==> config.mk <==
export PLATFORM = sky130hd
export DESIGN_NAME = instr_fetch
export DESIGN_NICKNAME = d
export VERILOG_FILES = /design/src/rtl/instr_fetch.sv
export SDC_FILE = /design/constraint.sdc
export NUM_CORES = 1
export LEC_CHECK = 0
export CORE_AREA = 2 2 164 166
export CTS_CLUSTER_DIAMETER = 50
export CTS_CLUSTER_SIZE = 8
export DETAILED_ROUTE_END_ITERATION = 8
export DIE_AREA = 0 0 166 168
export PLACE_DENSITY = 0.65
export SYNTH_ARGS = -nofsm -noshare
export SYNTH_HDL_FRONTEND = slang
export SYNTH_SLANG_ARGS = --single-unit
==> constraint.sdc <==
create_clock -name clock -period 4.2 [get_ports clock]
set_input_delay 0.63 -clock clock [delete_from_list [all_inputs] [get_ports clock]]
set_output_delay 0.63 -clock clock [all_outputs]
set_load 0.01 [all_outputs]
==> src/rtl/instr_fetch.sv <==
// Instruction fetch stage: drives the instruction memory handshake and loads the IF/ID register.
// Redirects squash in-flight fetches, and a one-entry skid buffer absorbs a word that lands during a stall.
module instr_fetch #(
  parameter logic [31:0] RESET_PC = 32'h0000_0000
) (
  input  logic        clock,
  input  logic        reset,
  input  logic [1:0]  pcSrcId,
  input  logic [31:0] pcBranchId,
  input  logic [31:0] jumpAddress,
  input  logic        stallD,
  output logic        imemReq,
  output logic [31:0] imemAddr,
  input  logic        imemReady,
  input  logic [31:0] imemData,
  output logic [63:0] ifbus,
  output logic        ifValid
);

  typedef enum logic [1:0] {FETCH, DROP, HOLD} stateT;

  stateT       state;
  logic [31:0] pc;
  logic [31:0] savedTarget;
  logic [63:0] buffer;

  logic        redirect;
  logic [31:0] target;
  logic [31:0] pcPlus4;
  logic        fire;

  assign redirect = (pcSrcId != 2'b00) && !stallD;
  assign target   = (pcSrcId == 2'b01) ? pcBranchId : jumpAddress;
  assign pcPlus4  = pc + 32'd4;
  assign fire     = imemReq && imemReady;
  assign imemAddr = pc;

  // imemReq is registered and low for the first cycle after reset, so that cycle never completes a fetch.
  always_ff @(posedge clock or negedge reset) begin
    if (!reset) begin
      state       <= FETCH;
      pc          <= RESET_PC;
      savedTarget <= 32'h0;
      buffer      <= 64'h0;
      ifbus       <= 64'h0;
      ifValid     <= 1'b0;
      imemReq     <= 1'b0;
    end else begin
      case (state)
        FETCH: begin
          imemReq <= 1'b1;
          if (fire) begin
            if (redirect) begin
              pc      <= target;
              ifbus   <= 64'h0;
              ifValid <= 1'b0;
            end else if (!stallD) begin
              ifbus   <= {imemData, pcPlus4};
              ifValid <= 1'b1;
              pc      <= pcPlus4;
            end else begin
              buffer  <= {imemData, pcPlus4};
              pc      <= pcPlus4;
              state   <= HOLD;
              imemReq <= 1'b0;
            end
          end else if (redirect) begin
            ifbus   <= 64'h0;
            ifValid <= 1'b0;
            // An outstanding request must complete before the PC may move.
            if (imemReq) begin
              savedTarget <= target;
              state       <= DROP;
            end else begin
              pc <= target;
            end
          end else if (!stallD) begin
            ifbus   <= 64'h0;
            ifValid <= 1'b0;
          end
        end

        DROP: begin
          imemReq <= 1'b1;
          if (!stallD) begin
            ifbus   <= 64'h0;
            ifValid <= 1'b0;
          end
          if (redirect) begin
            savedTarget <= target;
          end
          if (fire) begin
            pc    <= redirect ? target : savedTarget;
            state <= FETCH;
          end
        end

        HOLD: begin
          if (!stallD) begin
            state   <= FETCH;
            imemReq <= 1'b1;
            if (redirect) begin
              pc      <= target;
              ifbus   <= 64'h0;
              ifValid <= 1'b0;
            end else begin
              ifbus   <= buffer;
              ifValid <= 1'b1;
            end
          end
        end

        default: begin
          state   <= FETCH;
          imemReq <= 1'b1;
        end
      endcase
    end
  end

endmodule
==> results.md <==
Synthesis:
- The library cell with the largest summed area after synthesis is dfrtp_1.
- In the synthesized netlist, the number of instances is 1080.
- The most common cell in the synthesized netlist is dfrtp_1.
- In this run the cell area of the synthesized design comes to 10300 µm².
- The synthesized area per cell is 9.57 µm².
- The proportion of synthesized flip-flops having asynchronous set or reset is 100%.
- Yosys mapped a number of flops with a built-in enable equal to 0.
- The synthesis warning total is 0.
- Yosys mapped the design onto 66 distinct sky130hd cell types.
- The post-synthesis register bit count is 196.
- The commonest cells after synthesis are dfrtp_1, nand2_1, o21ai_0.
- The fraction of the yosys area taken by sequential cells is 47.5%.
- The net count after synthesis is 1187.
- Among all flip-flop cells after synthesis, the most frequent one is dfrtp_1.
- Yosys attributes the largest share of cell area to dfrtp_1, mux2_2, o21ai_0, nand2_1, a21oi_1.
- Of the post-synthesis cell area, the dominant cell type holds 47.5%.

Drt:
- The total via count in the routed design is 9140.
- The length of the first detailed-routing pass in iterations is 5.
- After the first detailed-routing iteration, the DRC count stood at 947.
- The count of nets left with antenna violations once routing finished came out at 0.
- After detailed routing, the number of vias per cell comes to 5.76.
- The detailed-route wire length per cell is 19.3 µm.
- The remaining design rule violation count is 0.
- Summed over all layers, the routed wires come to 30600 µm.

Pwr:
- The completed layout was analyzed and its total power is 10200 µW.
- The leakage component of the power is 0.00536 µW.
- The worst-case vdd ir drop is 0.338 mV.
- The power per cell area is 767 nW/µm².

Global route:
- The combined global-route utilization of all metal layers is 22.0%.
- For this run the aggregate overflow at the end of global routing stands at 0.
- The number of antenna violations at the first check in global routing is 0.
- Entering global routing, the biggest net connects 109 pins.
- The first global-routing pass estimated 49400 µm of wire.
- The via count of the first global-routing pass is 8774.

Setup path:
- The arrival time reported for the critical path endpoint is 3.55 ns.
- The maximum fanout count along the critical path is 22.
- The worst setup path is captured at a register.
- The required time of the worst setup path is 4.54 ns.
- The startpoint-to-endpoint class of the critical path is register to register.
- The kind of launch point of the worst setup path is a register.

Timing:
- In the finished design, the share of the clock period the worst path needs comes to 76.5%.
- The worst path meets setup with 0.988 ns of slack.
- The maximum achievable frequency is 311 MHz.
- The final hold violation count is 0.
- Setup repair after global routing left no endpoint under its margin.
- For the pin with the worst max-slew slack, the measured transition is 1.23 ns.
- Setup violations remaining at the end of the flow were counted as 0.
- For the finished layout, the period the worst path requires is 3.21 ns.
- The normalized max-slew margin is 17.3%.
- The max-slew violation total from the final report is 0.
- The sum of negative setup slack is 0 ns.
- Between clock sinks in the finished design, the worst skew comes to 0.0146 ns.

Final layout:
- The total number of nets in the final design is 1341.
- The number of antenna diodes in the final layout is 0.
- After filler insertion, the fill cell instance count of the layout stands at 2404.
- The post-route netlist has 11.1% of its cells at a drive strength greater than 1.
- Once layout is complete, the cells apart from fillers number 1588.
- For this run, the share of the core covered by cells in the final layout is 50.5%.
- Summing all flip-flop and latch instances after layout gives 4900 µm².
- The synthesis-to-finish area growth is 28.9%.
- The area of combinational cells with multiple inputs is 5040 µm².

Clock tree:
- The buffer count from post-CTS setup fixing is 0.
- For the worst-skew pair, the clock arrives at the later sink with an insertion delay of 0.45 ns.
- The root cell of the clock tree is clkbuf_16.
- In this run, post-CTS repair resized a total of 0 instances.
- For this design, the CTS-stage hold fixing added 0 buffers.
- The number of H-tree branching levels is 4.
- Counting the buffers created by CTS gives 17.
- The longest clock path from root to sink contains 2 buffers.
- The number of sinks driven by the clock tree is 196.
- The clock edge transition at the registers on the reported setup and hold paths is 0.08 ns.
- The clock tree from TritonCTS is built.

Status:
- The flow ran to the end, and the final reports show no timing, DRC or antenna violations.

Min path:
- The type of the most critical hold path is input port to async pin.

Floorplanning:
- The initial core utilization is 39.2%.
- The floorplan step set the die height to 168 µm.
- The width of the die is 166 µm.
- After floorplanning, the core was sized to cover 26400 µm².
- The full die area is 27900 µm².
- The initialized floorplan defines 60 standard-cell rows.
- The number of placed I/O pins is 200.

Placed design:
- The placer congestion estimate is 0.918.
- The worst slack at placement is 0.978 ns.
- The sum of net half-perimeters after detailed placement is 21500 µm.
- The count of buffers added on input and output ports is 199.
- After detailed placement, the design holds a cell count of 1556.

Run:
- The number of max-capacitance violations reported is 0.
==> metrics by stage <==
stage               hold slack, ns  area [µm²]
floorplan                    0.334       10300
global route                 0.359       13300
global placement             0.459       12700
CTS                          0.342       13300
detailed placement           0.470       12700
finish                       0.266       13300
==> power breakdown <==
part | internal (µW) | switching (µW) | total, µW | leakage (µW)
logic | 2300 | 2600 | 4900 | 0.00265
clock network | 821 | 868 | 1690 | 0.000297
registers | 2800 | 825 | 3620 | 0.00241
total | 5920 | 4290 | 10200 | 0.00536
==> area by class of cell <==
| class | instances | area share, % |
|---|---|---|
| multi-input cells | 775 | 37.9 |
| clock buffers | 17 | 3.19 |
| inverters | 14 | 0.395 |
| flip-flops and latches | 196 | 36.8 |
| clock inverters | 15 | 1.50 |
| well taps | 341 | 3.20 |
| repair buffers | 230 | 17.0 |
==> per-layer routing <==
layer  part of all wire, %  global-route usage [%]
met5                     0                       0
met4                   2.1                    6.58
met2                    46                    34.5
met1                    46                    31.3
met3                   6.1                    3.90
==> cells by family (layout without fill, tap and decap cells) <==
family,Yosys count,in the layout,share of synthesized area [%]
XOR/XNOR,22,22,1.87
adder cells (fa/ha/maj),5,5,0.606
buffers and inverters,109,276,4.21
AND/OR/NAND/NOR,293,293,13.2
flip-flops,196,196,47.5
multiplexers,89,89,9.33
AO/OA/AOI/OAI,366,366,23.3
==> final timing paths <==
kind                                            from                           to  slack, ns  cells past startpoint
worst max-delay path            state[0]$_DFFE_PN0P_     imemAddr[21]$_DFFE_PN0P_       0.99                      7
worst min-delay path                           reset  savedTarget[27]$_DFFE_PN0P_       0.27                      1
max in group asynchronous                      reset       buffer[42]$_DFFE_PN0P_       2.86                      2
worst min register to register  ifbus[9]$_DFFE_PN0P_         ifbus[9]$_DFFE_PN0P_       0.48                      2
worst max register to register  state[0]$_DFFE_PN0P_     imemAddr[21]$_DFFE_PN0P_       0.99                      7
min in group clock              ifbus[9]$_DFFE_PN0P_         ifbus[9]$_DFFE_PN0P_       0.48                      2
==> critical path, stage by stage (launching register included) <==
cell and delay (ns):
dfrtp_1 0.41, inv_1 0.08, ha_1 0.83, inv_1 0.56, a211o_1 0.55, a221oi_1 0.39
a41oi_1 0.08, o22a_1 0.20
==> placed cells by master, fill, tap and decap left out, types with 28 or more instances in the layout <==
cell type and instances:
clkdlybuf4s50_1 198, dfrtp_1 196, nand2_1 124, o21ai_0 113
nor2_1 63, a21oi_1 61, mux2_2 58, a22oi_1 38
mux2i_1 31, buf_4 28
==> registers in the layout, summed over array words and instances (netlist names) <==
signal / cells
buffer: 64
ifbus: 64
imemAddr: 32
savedTarget: 32
state: 2
ifValid: 1
imemReq: 1
(Power assumes the default switching activity.)
